$ cat src/rtl/sevenseg_pkg.sv
// Shared constants for the multiplexed seven-segment display driver.
package sevenseg_pkg;

  // All segments dark (active-low).
  localparam logic [6:0] SEG_OFF = 7'h7F;

  // Parameter legality limits.
  localparam int unsigned MIN_DIGITS      = 1;
  localparam int unsigned MAX_DIGITS      = 8;
  localparam int unsigned MIN_REFRESH_DIV = 2;

  // Active-low hex glyphs, bit 6 = g ... bit 0 = a, indexed by nibble value.
  localparam logic [6:0] SEG_TABLE [16] = '{
    7'h40, 7'h79, 7'h24, 7'h30, 7'h19, 7'h12, 7'h02, 7'h78,
    7'h00, 7'h18, 7'h08, 7'h03, 7'h27, 7'h21, 7'h06, 7'h0E
  };

  // True when the digit count, slot length and blanking length are usable.
  function automatic bit params_legal(input int unsigned nd,
                                      input int unsigned rd,
                                      input int unsigned bc);
    return (nd >= MIN_DIGITS) && (nd <= MAX_DIGITS) &&
           (rd >= MIN_REFRESH_DIV) && (bc < rd);
  endfunction

endpackage

$ cat src/rtl/sevenseg_decode.sv
// Combinational hex nibble to active-low seven-segment glyph.
module sevenseg_decode
  import sevenseg_pkg::*;
(
  input  logic [3:0] nibble,
  output logic [6:0] seg_c
);

  // Table lookup of the glyph for the selected nibble.
  always_comb begin
    seg_c = SEG_TABLE[nibble];
  end

endmodule

$ cat src/rtl/sevenseg_mux.sv
// Time-multiplexed seven-segment driver with shadow/active display sets,
// frame-boundary updates, anti-ghosting blanking and leading-zero suppression.
module sevenseg_mux
  import sevenseg_pkg::*;
#(
  parameter int unsigned NUM_DIGITS   = 4,
  parameter int unsigned REFRESH_DIV  = 50000,
  parameter int unsigned BLANK_CYCLES = 500
) (
  input  logic                    clk,
  input  logic                    reset_n,
  input  logic [4*NUM_DIGITS-1:0] data,
  input  logic [NUM_DIGITS-1:0]   dp_in,
  input  logic [NUM_DIGITS-1:0]   blank_in,
  input  logic                    lzs_en,
  input  logic                    load,
  output logic [6:0]              seg,
  output logic                    dp_n,
  output logic [NUM_DIGITS-1:0]   an,
  output logic                    frame_start
);

  localparam int unsigned DATA_W = 4 * NUM_DIGITS;
  localparam int unsigned CNT_W  = (REFRESH_DIV > 1) ? $clog2(REFRESH_DIV) : 1;
  localparam int unsigned DIG_W  = (NUM_DIGITS > 1) ? $clog2(NUM_DIGITS) : 1;
  localparam logic [CNT_W-1:0] CNT_LAST  = CNT_W'(REFRESH_DIV - 1);
  localparam logic [CNT_W-1:0] CNT_LIT   = CNT_W'(BLANK_CYCLES);
  localparam logic [DIG_W-1:0] DIG_LAST  = DIG_W'(NUM_DIGITS - 1);

  // Reject unusable parameter sets at elaboration.
  if (!params_legal(NUM_DIGITS, REFRESH_DIV, BLANK_CYCLES)) begin : g_param_check
    $error("sevenseg_mux: illegal NUM_DIGITS/REFRESH_DIV/BLANK_CYCLES");
  end

  logic [CNT_W-1:0]      div_cnt_q, div_cnt_d;
  logic [DIG_W-1:0]      dig_q, dig_d;
  logic                  pending_q, pending_d;
  logic [DATA_W-1:0]     sh_data_q, sh_data_d, act_data_q, act_data_d;
  logic [NUM_DIGITS-1:0] sh_dp_q, sh_dp_d, act_dp_q, act_dp_d;
  logic [NUM_DIGITS-1:0] sh_blank_q, sh_blank_d, act_blank_q, act_blank_d;
  logic                  sh_lzs_q, sh_lzs_d, act_lzs_q, act_lzs_d;
  logic [6:0]            seg_q, seg_d;
  logic                  dp_n_q, dp_n_d;
  logic [NUM_DIGITS-1:0] an_q, an_d;
  logic                  frame_start_q, frame_start_d;

  logic                  slot_end, frame_end;
  logic [3:0]            sel_nib;
  logic                  sel_dp, sel_blank, sel_supp, zero_run;
  logic [6:0]            dec_seg_c;

  // Slot/digit scan counters and shadow-to-active transfer at the frame boundary.
  always_comb begin
    div_cnt_d   = div_cnt_q + CNT_W'(1);
    dig_d       = dig_q;
    pending_d   = pending_q;
    sh_data_d   = sh_data_q;
    sh_dp_d     = sh_dp_q;
    sh_blank_d  = sh_blank_q;
    sh_lzs_d    = sh_lzs_q;
    act_data_d  = act_data_q;
    act_dp_d    = act_dp_q;
    act_blank_d = act_blank_q;
    act_lzs_d   = act_lzs_q;
    slot_end    = (div_cnt_q == CNT_LAST);
    frame_end   = slot_end && (dig_q == DIG_LAST);

    if (slot_end) begin
      div_cnt_d = '0;
      dig_d     = (dig_q == DIG_LAST) ? '0 : dig_q + DIG_W'(1);
    end

    if (load) begin
      sh_data_d  = data;
      sh_dp_d    = dp_in;
      sh_blank_d = blank_in;
      sh_lzs_d   = lzs_en;
    end

    if (frame_end) begin
      pending_d = 1'b0;
      if (load) begin
        act_data_d  = data;
        act_dp_d    = dp_in;
        act_blank_d = blank_in;
        act_lzs_d   = lzs_en;
      end else if (pending_q) begin
        act_data_d  = sh_data_q;
        act_dp_d    = sh_dp_q;
        act_blank_d = sh_blank_q;
        act_lzs_d   = sh_lzs_q;
      end
    end else if (load) begin
      pending_d = 1'b1;
    end
  end

  // Select the current digit and decide whether leading-zero suppression darkens it.
  always_comb begin
    sel_nib   = 4'h0;
    sel_dp    = 1'b0;
    sel_blank = 1'b0;
    sel_supp  = 1'b0;
    zero_run  = act_lzs_q;
    for (int i = NUM_DIGITS - 1; i >= 0; i--) begin
      zero_run = zero_run && (act_data_q[4*i +: 4] == 4'h0);
      if (DIG_W'(i) == dig_q) begin
        sel_nib   = act_data_q[4*i +: 4];
        sel_dp    = act_dp_q[i];
        sel_blank = act_blank_q[i];
        sel_supp  = zero_run && (i != 0);
      end
    end
  end

  sevenseg_decode u_decode (
    .nibble (sel_nib),
    .seg_c  (dec_seg_c)
  );

  // Next output values; everything stays dark during the blanking window.
  always_comb begin
    seg_d         = SEG_OFF;
    dp_n_d        = 1'b1;
    an_d          = '1;
    frame_start_d = (div_cnt_q == '0) && (dig_q == '0);
    if (div_cnt_q >= CNT_LIT) begin
      an_d   = ~(NUM_DIGITS'(1) << dig_q);
      seg_d  = (sel_blank || sel_supp) ? SEG_OFF : dec_seg_c;
      dp_n_d = !(sel_dp && !sel_blank);
    end
  end

  // State and output registers; reset leaves the display dark until a transfer.
  always_ff @(posedge clk or negedge reset_n) begin
    if (!reset_n) begin
      div_cnt_q     <= '0;
      dig_q         <= '0;
      pending_q     <= 1'b0;
      sh_data_q     <= '0;
      sh_dp_q       <= '0;
      sh_blank_q    <= '1;
      sh_lzs_q      <= 1'b0;
      act_data_q    <= '0;
      act_dp_q      <= '0;
      act_blank_q   <= '1;
      act_lzs_q     <= 1'b0;
      seg_q         <= SEG_OFF;
      dp_n_q        <= 1'b1;
      an_q          <= '1;
      frame_start_q <= 1'b0;
    end else begin
      div_cnt_q     <= div_cnt_d;
      dig_q         <= dig_d;
      pending_q     <= pending_d;
      sh_data_q     <= sh_data_d;
      sh_dp_q       <= sh_dp_d;
      sh_blank_q    <= sh_blank_d;
      sh_lzs_q      <= sh_lzs_d;
      act_data_q    <= act_data_d;
      act_dp_q      <= act_dp_d;
      act_blank_q   <= act_blank_d;
      act_lzs_q     <= act_lzs_d;
      seg_q         <= seg_d;
      dp_n_q        <= dp_n_d;
      an_q          <= an_d;
      frame_start_q <= frame_start_d;
    end
  end

  assign seg         = seg_q;
  assign dp_n        = dp_n_q;
  assign an          = an_q;
  assign frame_start = frame_start_q;

endmodule
$ cat config.mk
export PLATFORM = sky130hd
export DESIGN_NAME = sevenseg_mux
export DESIGN_NICKNAME = d
export VERILOG_FILES = /design/src/rtl/sevenseg_pkg.sv /design/src/rtl/sevenseg_decode.sv /design/src/rtl/sevenseg_mux.sv
export SDC_FILE = /design/constraint.sdc
export NUM_CORES = 1
export LEC_CHECK = 0
export CAP_MARGIN = 30
export CORE_ASPECT_RATIO = 0.9
export CORE_MARGIN = 5
export CORE_UTILIZATION = 56
export DETAILED_ROUTE_END_ITERATION = 16
export PLACE_DENSITY_LB_ADDON = 0.12
export SLEW_MARGIN = 15
export SYNTH_ARGS = -nofsm -noshare
export SYNTH_HDL_FRONTEND = slang
export SYNTH_SLANG_ARGS = --single-unit
$ cat constraint.sdc
create_clock -name clk -period 3 [get_ports clk]
set_clock_uncertainty 0.05 [all_clocks]
set_input_delay 0.3 -clock clk [delete_from_list [all_inputs] [get_ports clk]]
set_output_delay 0.3 -clock clk [all_outputs]
set_load 0.05 [all_outputs]
* Word-level counts from Yosys, hierarchy flattened
Memory sizes are Yosys's and may differ from the RTL's.
Index checks and enable logic that the tools add are counted.
** Storage, ports and cells
- Bits in registers :: 82
- Memory bits (read-only) :: 112
- Input port bits :: 28
- Output and inout bits :: 13
- Memories kept :: 1
** Memory list
- (name not given) :: depth 16, bits a word 7, rd ports 1, clocked after Yosys merged registers in 0, wr ports 0, line sevenseg_decode.sv:11 : seg_c = SEG_TABLE[nibble];
** Operators by class
- $add $sub $neg :: 2
- Order comparisons :: 2
- Equality and inequality tests :: 5
- Shift-type cells :: 1
- Mux-type cells :: 34
- Bitwise gates (word level) :: 2
- Reduce and logical (&&, ||, !) cells :: 17
** Operators with widths (number)
- 16-bit 2-to-1 mux :: 3
- 4-bit 2-to-1 mux :: 9
- 7-bit 2-to-1 mux :: 4
- 1-bit 2-to-1 mux :: 17
- 16-bit by 1-bit adder with 16-bit output (second input constant) :: 1
- 16-bit == test (second input constant) :: 1
- 16-bit by 9-bit >= comparator with 1-bit output (second input constant) :: 1
- 16-bit logical NOT :: 1
- 4-bit logical NOT :: 3
- 1-bit logical AND :: 6
- 5-bit >= comparator (second input constant) :: 1
- 4-bit NOT with 5-bit output :: 1
- 2-bit == test (first input constant) :: 2
- 4-bit NOT :: 1
- 2-bit nonzero test :: 2
- 1-bit by 2-bit left shift with 4-bit output (first input constant) :: 1
- 2-bit by 1-bit adder with 2-bit output (second input constant) :: 1
- 1-bit by 2-bit == test with 1-bit output (first input constant) :: 1
- 2-bit == test (second input constant) :: 1
- 1-bit logical NOT :: 2
- 2-bit logical NOT :: 1
- 2-bit 2-to-1 mux :: 1
- 2-bit AND reduction :: 1
- 1-bit logical OR :: 1

* Logic depth before layout (Yosys ltp)
- Word-level depth :: 11
- Mapped depth :: 11

* Cells and area by module
A second synthesis with hierarchy kept.
** Unflattened totals
- Cell total of the unflattened synthesis :: 299
- Area, all modules :: 3741.1 µm²
** By module, submodules not included
- sevenseg_mux :: instances 1, cells an instance 267, area each 3510.9 µm², seq. area each 2077.0 µm²
- sevenseg_decode :: instances 1, cells an instance 32, area each 230.2 µm², seq. area each 0.0 µm²

* Worst setup path after synthesis
No wires, ideal clock.
- Kind :: reg2reg
- Start :: reg dig_q[0]
- End :: reg seg_q[3], in the netlist seg[3]
- Arrival :: 2.350 ns
- Data required time :: 2.846 ns
- Slack :: 0.496 ns
- Stages on the path, launching flop included :: 12
- Path buffers :: 1
- Cells stage by stage :: dfrtp_1 -> inv_1 -> ha_1 -> clkbuf_1 -> a211oi_1 -> a221oi_1 -> inv_1 -> ha_1 -> inv_1 -> a21oi_1 -> o32ai_1 -> o21ai_0
** On the way
- Cells in the longest elaborated chain, start to end :: 11
** RTL lines
- start: declaration :: line sevenseg_mux.sv:36 : logic [DIG_W-1:0] dig_q, dig_d;
- start signal: assignment :: line sevenseg_mux.sv:154 : dig_q <= dig_d;
- 2-bit == test :: line sevenseg_mux.sv:107 : if (DIG_W'(i) == dig_q) begin
- 4-bit 2-to-1 mux (4 in series) :: line sevenseg_mux.sv:107
- 4-bit NOT with 5-bit output (not written as such) :: line sevenseg_decode.sv:11
- memory 16 x 7 bit
- 7-bit 2-to-1 mux (not written as such) (2 in series) :: line sevenseg_decode.sv:11
- 7-bit 2-to-1 mux (*) :: line sevenseg_mux.sv:129 : seg_d = (sel_blank || sel_supp) ? SEG_OFF : dec_seg_c;
- 7-bit 2-to-1 mux (*) :: line sevenseg_mux.sv:127 : if (div_cnt_q >= CNT_LIT) begin
- via seg_d[3] :: line sevenseg_mux.sv:42 : logic [6:0] seg_q, seg_d;
- end signal: assignment :: line sevenseg_mux.sv:164 : seg_q <= seg_d;
- end: declaration :: line sevenseg_mux.sv:42
The timed path passes the listed nets; every way through them passes the cells marked *. The select of a mux whose other input is x is not followed.
A chain may end at the register's enable or synchronous reset.

* Worst setup path in the final report
Same ends and word-level chain as after synthesis.

==> metrics.txt <==
first-pass GRT wire length=12000 um; Yosys reg bits=82; Net Count, Synth=338; Unique masters post-synth=44; Mapped Cells=299; max-slew violations=0; Area growth, synth to finish=20.2%; Ant. Diodes=0; Die W=96.9 um; setup bufs post-CTS=0; grt met1 use=23.8%; register area share after synthesis=54.6%; Max stage delay on crit path=0.42 ns; Root Driver=clkbuf_8; outcome=finished, final reports clean; Worst Hold Class=in -> async; Ys Warns=0; Worst Path Max Fanout=13; Final Setup Violations=0; Top cell by count, worst path=inv_1; Congestion Overflow GR=0; die height=88.2 um; initial antenna violation count=0; WHS=0.294 ns; worst-margin pin slew=0.644 ns; DRC viols=0; Synth Cell Area=3800 um2; Synth Area per Inst=12.7 um2; clk_lat worst skew=0.35 ns; critical path's slowest cell=ha_1; f_max=0.391 GHz; Max-cap violations=0; crit path from=dig_q[0]; All-Layer GR Usage=17.7%; Lkg Pwr=2.04 nW; Num CTS Buffers=9; gpl congestion=0.855; RSZ-0062 raised after global routing=no; crit start category=flop; GR peak layer=met2; fin area=4570 um2; Post-CTS Hold Buffers=0; Die ar.=8540 um2; clk sink count=82; crit-path leading delay family=compound AO/OA/AOI/OAI gates; Final Hold Viols=0; crit path time final=2.56 ns; post-DR vias/cell=5.51; Critical Path AT=2.76 ns; Setup TNS=0 ns; layout cells sized above 1=28.4%; Initial Utilization=57.8%; WS Path Type=reg -> reg; placed cell areas=4300 um2; Routed Antenna Nets=0; Setup crit end kind=flop; CTS tree=built; CTS resizes=0; M3 GR Usage=5.02%; final net count=383; GRT met2 Usage=27.7%; Site Rows=28; Final period util=85.3%; commonest non-fill, non-tap cell in the layout=dfrtp_1; CTS Buffer Depth=2; max_slew headroom=56.7%; IO Count=41; Routed WL=6920 um; Pre-antenna DRT Iters=5; number of synthesized flops with an enable pin=0; pin count of the biggest net entering global routing=83; Max VDD drop=369 uV; DR vias=2417; Iter 0 DRT Violations=108; vias in the first global route=2410; Overall Power=2.18 mW; Port Buffers=40; r2r startpoint=dig_q[0]; most frequent cells in the layout=dfrtp_1, clkdlybuf4s50_1, mux2_2, nand2_1; Async SR Flop Fraction=100%; Buf/Inv on CP=4; HPWL after detailed placement=4800 um; Pwr Density=477 nW/um2; total core area=6590 um2; H-tree lvl count=3; CP cell instances=inv_1 > ha_1 > a211oi_1 > a221oi_1 > buf_4 > inv_1 > ha_1 > inv_1 > a21oi_1 > o32ai_1 > o21ai_0; Worst-path clk slew=0.08 ns; WP data required=3.20 ns; Post-synth top flop=dfrtp_1; WL per Instance=15.8 um
[kinds of logic after synthesis]
logic type	after synthesis	share of synthesized area [%]
adders and majority gates	11	3.62
xor gates and xnor gates	14	3.22
buffers and inverters	25	2.86
AOI/OAI and AO/OA	37	7.01
DFF	82	54.6
muxes	52	17.3
and+or+nand+nor	78	11.4
[cells in the mapped netlist (all sizes together), types with 7 or more instances]
cell type / number / area share [%]
dfstp: 20 / 14
dfrtp: 62 / 41
xnor2: 7 / 1.6
o211ai: 9 / 1.8
nand3: 10 / 1.3
nor4: 7 / 1.5
xor2: 7 / 1.6
a21oi: 9 / 1.2
nor2: 14 / 1.4
ha: 11 / 3.6
clkbuf: 10 / 0.99
mux2: 50 / 17
inv: 13 / 1.3
nand2: 21 / 2.1
[report_power, final]
group | total, mW | internal [mW] | switching, mW
sequential | 1.15 | 1.14 | 0.00770
combinational | 0.119 | 0.0672 | 0.0516
clock | 0.911 | 0.518 | 0.393
total | 2.18 | 1.73 | 0.453
[metrics by stage]
step	instances	worst slack [ns]	util [%]
floorplan	299	0.496	-
global placement	421	0.541	65.2
detailed placement	421	0.501	65.2
CTS	437	0.486	68.8
global route	439	0.136	69.4
finish	439	0.441	69.4
[layout make-up]
class	count	area (um2)
flip-flops and latches	82	2080
fillers	485	2020
multi-input cells	192	1620
repair buffers	46	478
clock buffers	11	151
well taps	90	113
clock inverters	5	85.1
inverters	13	48.8
[per-layer routing]
| layer | share of wire (%) | routed length (um) |
|---|---|---|
| met2 | 48 | 3320 |
| met3 | 5.1 | 354 |
| met5 | 0 | 0 |
| met1 | 46 | 3200 |
| met4 | 0.69 | 48 |
[state kept, by name (all words and copies together) (netlist names), 2 cells and up]
name and cells:
div_cnt_q 16, act_data_q 16, sh_blank_q 4, act_dp_q 4, dig_q 2, sh_dp_q 4, sh_data_q 16, seg 7
an 4, act_blank_q 4
[path summary, 6_finish.rpt]
| path | end | slack [ns] | cells after the start |
|---|---|---|---|
| max | seg[3] | 0.44 | 11 |
| min | sh_data_q[6] | 0.29 | 2 |
| max reg2reg | seg[3] | 0.44 | 11 |
| min reg2reg | sh_data_q[13] | 0.45 | 1 |
| max in group asynchronous | seg[6] | 1.96 | 3 |
| min in group clk | sh_data_q[13] | 0.45 | 1 |
(Power assumes the default switching activity.)
